--- src/rtl/serial_addsub_ctrl_if.sv ---
// serial_addsub_ctrl_if: start/busy/done bundle
// carrying operands, op select and result.
interface serial_addsub_ctrl_if #(
  parameter int WIDTH = 8
);
  logic             start;
  logic             op;
  logic [WIDTH-1:0] a;
  logic [WIDTH-1:0] b;
  logic             busy;
  logic             done;
  logic [WIDTH-1:0] result;
  logic             cb_out;

  modport master (
    output start, op, a, b,
    input  busy, done, result, cb_out
  );

  modport slave (
    input  start, op, a, b,
    output busy, done, result, cb_out
  );
endinterface

--- src/rtl/serial_addsub_ctrl.sv ---
// serial_addsub_ctrl: bit-serial add/sub using
// one full-adder/subtractor cell, LSB first.
module serial_addsub_ctrl #(
  parameter int WIDTH = 8
) (
  input  logic clk,
  input  logic rst_n,
  serial_addsub_ctrl_if.slave bus
);
  localparam int CW = $clog2(WIDTH);

  typedef enum logic [1:0] {
    IDLE,
    RUN,
    DONE
  } state_t;

  state_t state, state_n;

  logic [WIDTH-1:0] sa, sb, acc;
  logic [CW-1:0]    cnt;
  logic             sop;
  logic             c;

  logic load, step, last;
  logic ai, bi, s, c_next;

  assign ai   = sa[0];
  assign bi   = sb[0];
  assign s    = ai ^ bi ^ c;
  assign last = (cnt == CW'(WIDTH - 1));

  always_comb begin
    if (sop)
      c_next = (~ai & bi) | (c & ~(ai ^ bi));
    else
      c_next = (ai & bi) | (c & (ai ^ bi));
  end

  always_ff @(posedge clk or negedge rst_n) begin
    if (!rst_n)
      state <= IDLE;
    else
      state <= state_n;
  end

  always_comb begin
    state_n = state;
    load    = 1'b0;
    step    = 1'b0;
    unique case (state)
      IDLE: begin
        if (bus.start) begin
          load    = 1'b1;
          state_n = RUN;
        end
      end
      RUN: begin
        step = 1'b1;
        if (last)
          state_n = DONE;
      end
      DONE: begin
        if (bus.start) begin
          load    = 1'b1;
          state_n = RUN;
        end else begin
          state_n = IDLE;
        end
      end
      default: state_n = IDLE;
    endcase
  end

  assign bus.busy = (state == RUN);
  assign bus.done = (state == DONE);

  always_ff @(posedge clk or negedge rst_n) begin
    if (!rst_n) begin
      sa         <= '0;
      sb         <= '0;
      acc        <= '0;
      cnt        <= '0;
      sop        <= 1'b0;
      c          <= 1'b0;
      bus.result <= '0;
      bus.cb_out <= 1'b0;
    end else if (load) begin
      sa  <= bus.a;
      sb  <= bus.b;
      sop <= bus.op;
      acc <= '0;
      cnt <= '0;
      c   <= 1'b0;
    end else if (step) begin
      sa  <= sa >> 1;
      sb  <= sb >> 1;
      acc <= {s, acc[WIDTH-1:1]};
      cnt <= cnt + 1'b1;
      c   <= c_next;
      // partial sum stays internal; publish only when complete
      if (last) begin
        bus.result <= {s, acc[WIDTH-1:1]};
        bus.cb_out <= c_next;
      end
    end
  end
endmodule
--- src/flat_wrapper.sv ---
// flat-port wrapper written by rule: the top's interface ports become plain ports
module serial_addsub_ctrl_flat 
#(
  parameter int WIDTH = 8
)
  (clk, rst_n, bus_start, bus_op, bus_a, bus_b, bus_busy, bus_done, bus_result, bus_cb_out);
  serial_addsub_ctrl_if #(.WIDTH(WIDTH)) bus_i ();
  input  logic clk;
  input  logic rst_n;
  input wire logic [$bits(bus_i.start)-1:0] bus_start;
  input wire logic [$bits(bus_i.op)-1:0] bus_op;
  input wire logic [$bits(bus_i.a)-1:0] bus_a;
  input wire logic [$bits(bus_i.b)-1:0] bus_b;
  output wire logic [$bits(bus_i.busy)-1:0] bus_busy;
  output wire logic [$bits(bus_i.done)-1:0] bus_done;
  output wire logic [$bits(bus_i.result)-1:0] bus_result;
  output wire logic [$bits(bus_i.cb_out)-1:0] bus_cb_out;
  assign bus_i.start = bus_start;
  assign bus_i.op = bus_op;
  assign bus_i.a = bus_a;
  assign bus_i.b = bus_b;
  assign bus_busy = bus_i.busy;
  assign bus_done = bus_i.done;
  assign bus_result = bus_i.result;
  assign bus_cb_out = bus_i.cb_out;
  serial_addsub_ctrl #(.WIDTH(WIDTH)) u_core (.clk(clk), .rst_n(rst_n), .bus(bus_i));
endmodule
--- config.mk ---
export PLATFORM = sky130hd
export DESIGN_NAME = serial_addsub_ctrl_flat
export DESIGN_NICKNAME = d
export VERILOG_FILES = /design/src/rtl/serial_addsub_ctrl_if.sv /design/src/rtl/serial_addsub_ctrl.sv /design/src/flat_wrapper.sv
export SDC_FILE = /design/constraint.sdc
export NUM_CORES = 1
export LEC_CHECK = 0
export ABC_AREA = 1
export CORE_MARGIN = 10
export CORE_UTILIZATION = 56
export CTS_CLUSTER_DIAMETER = 120
export DETAILED_ROUTE_END_ITERATION = 8
export HOLD_SLACK_MARGIN = 0.05
export PLACE_DENSITY = 0.83
export RECOVER_POWER = 50
export SLEW_MARGIN = 0
export SYNTH_ARGS = -nofsm -noshare
export SYNTH_HDL_FRONTEND = slang
export SYNTH_SLANG_ARGS = --single-unit
--- constraint.sdc ---
create_clock -name clk -period 2.6 [get_ports clk]
set_input_delay 0.52 -clock clk [delete_from_list [all_inputs] [get_ports clk]]
set_output_delay 0.52 -clock clk [all_outputs]
set_load 0.02 [all_outputs]
==> flow_summary.json, run 1 <==
{
  "syn_nets": 230,
  "clk_transition_reported_paths_ns": 0.11,
  "coreArea_mm2": 0.00310,
  "h-tree-depth": 2,
  "drcViolationCount": 0,
  "grt_pass1_wl_um": 6090,
  "crit_path_end_kind": "primary output",
  "die_area_mm2": 0.00600,
  "rows": 20,
  "power_w": 0.00257,
  "syn2layout_area_growth_pct": 17.3,
  "grt_start_max_net_pins": 40,
  "clk_latency_ns": 0.35,
  "port_buffers": 30,
  "ant_nets": 0,
  "drt_iter0_markers": 144,
  "place_congestion": 0.744,
  "ctsLongestPathBuffers": 2,
  "cp-start-kind": "register",
  "yosysUniqueCellTypes": 20,
  "fmax_ghz": 0.448,
  "rsz0062_at_grt": "no",
  "worst_clock_skew_ns": 0.00745,
  "fin_crit_ns": 2.23,
  "status": "finished, violations left",
  "drv_slew": 40,
  "fin_crit_sh": 0.858,
  "die_y_um": 77.5,
  "crit_slowest_cell": "clkdlybuf4s50_1",
  "path_max_fanout": 8,
  "avgSynthCellArea_um2": 8.98,
  "hold_viol": 0,
  "cts_tree": "done",
  "syn_area_mm2": 0.00185,
  "cts_hold_buf": 0,
  "ys_seq_elements": 39,
  "setup_viol": 0,
  "finalWirelength_um": 3520,
  "hold_path.class": "reg2reg",
  "p_per_area_mw_per_mm2": 1190,
  "post_cts_resize_count": 0,
  "peakVddDrop_uv": 632,
  "required_ns": 2.08,
  "setup-tns-final_ns": 0,
  "final_cell_mix": "nand2_1, dfrtp_1, nand3_1",
  "worstPathArrival_ns": 1.71,
  "fin_nets": 258,
  "numClockSinks": 39,
  "initial_core_util": 0.596,
  "cts_setup_buffers": 0,
  "yosys_warnings": 0,
  "route.vias.total": 1393,
  "wire_per_inst_um": 12.6,
  "antenna_cells": 0,
  "die_w_um": 77.5,
  "worst_slack_ns": 0.369,
  "drive_gt1_frac": 0.0809,
  "final_common_cell": "nand2_1",
  "cp_slowest_stage_delay_ns": 0.61,
  "cap_violations": 1,
  "path_class": "reg2out",
  "synthCells": 206,
  "relSlewSlack": -0.324,
  "routed_via_density": 4.99,
  "antenna_found_initial": 0,
  "grt_pass1_vias": 1470,
  "cts_buffers": 5,
  "track_usage": 0.123,
  "yosysSeqAreaShare": 0.528,
  "ios": 31,
  "leakage_nw": 1.10,
  "grt_overflow_total": 0,
  "clockRootBuffer": "clkbuf_4",
  "dr.pass1.iters": 4,
  "path_cells": "inv_2 > nor2_4 > clkdlybuf4s50_1",
  "violations": "capacitance limit, slew limit",
  "tightestPinTransition_ns": 1.99,
  "dpl.hpwl_um": 2450,
  "pre_cts_ws_ns": 0.701
}
-- power breakdown --
group | internal [W] | total [W] | switching [W]
Sequential | 0.000880 | 0.00107 | 0.000186
Combinational | 0.000434 | 0.00109 | 0.000652
Clock | 0.000227 | 0.000424 | 0.000197
-- synthesized netlist by cell type (all sizes together) --
cell type / count / area, µm²
nand2: 92 / 363
dfrtp: 39 / 976
nand3: 39 / 205
inv: 12 / 45.1
buf: 10 / 116
nor2: 5 / 50.1
o21ai: 4 / 23.8
fa: 2 / 40.0
ha: 2 / 25.0
a21oi: 1 / 5.00
-- sequential cells by signal, indices dropped and copies added (netlist names) --
name               count
u_core.acc             7
u_core.sb              8
u_core.cnt             3
u_core.bus.cb_out      1
u_core.sa              8
u_core.bus.result      8
u_core.sop             1
u_core.c               1
u_core.state           2
-- metal layers --
layer	share of wire	routed length, µm	track usage
met2	0.48	1680	0.212
met4	0.026	90	0.0712
met3	0.055	194	0.0392
met1	0.44	1550	0.131
met5	0	0	0
-- critical path, delay by kind of cell, from the launching register on --
| kind | cells | cell delay [ns] |
|---|---|---|
| and+or+nand+nor | 1 | 0.11 |
| buffers and inverters | 2 | 0.72 |
| DFF | 1 | 0.53 |
-- metrics by stage --
step | cell area, µm² | util | hold WS (ns) | cells
floorplan | 1850 | - | 0.224 | 206
global placement | 2090 | 0.674 | 0.455 | 271
detailed placement | 2090 | 0.674 | 0.459 | 271
CTS | 2180 | 0.702 | 0.273 | 279
global route | 2170 | 0.699 | 0.509 | 279
finish | 2170 | 0.699 | 0.484 | 279
-- final cells by class --
class,instances,area (µm²)
Sequential cell,39,976
Fill cell,274,935
Multi-Input combinational cell,145,704
Timing Repair Buffer,31,302
Tap cell,44,55.1
Clock buffer,6,51.3
Inverter,12,45.0
Clock inverter,2,35.0
-- cells by family after synthesis --
| logic type | share of synthesized area |
|---|---|
| AO/OA/AOI/OAI | 0.0156 |
| flip-flops | 0.528 |
| adder cells (fa/ha/maj) | 0.0352 |
| AND/OR/NAND/NOR | 0.334 |
| buffers and inverters | 0.0873 |
-- final timing paths --
| check | start | slack (ns) | depth (start not counted) | endpoint |
|---|---|---|---|---|
| worst max-delay path | u_core.state[0]$_DFFE_PN0P_ | 0.37 | 3 | bus_busy |
| worst min-delay path | u_core.acc[6]$_DFFE_PN0P_ | 0.48 | 2 | u_core.bus.result[5]$_DFFE_PN0P_ |
| worst max register to register | u_core.state[0]$_DFFE_PN0P_ | 0.72 | 4 | u_core.bus.result[2]$_DFFE_PN0P_ |
| worst min register to register | u_core.acc[6]$_DFFE_PN0P_ | 0.48 | 2 | u_core.bus.result[5]$_DFFE_PN0P_ |
| max in group asynchronous | rst_n | 0.75 | 1 | u_core.bus.result[2]$_DFFE_PN0P_ |
| min in group asynchronous | rst_n | 0.71 | 1 | u_core.sa[4]$_DFFE_PN0P_ |
Note: power is estimated with default switching activity, not from simulation.
==> run 2: changes to the inputs <==
Settings changed: ABC_CLOCK_PERIOD_IN_PS set to 2600.
==> results of run 2 <==
Same layout as run 1: the final DEF is identical, and so are final timing and power.
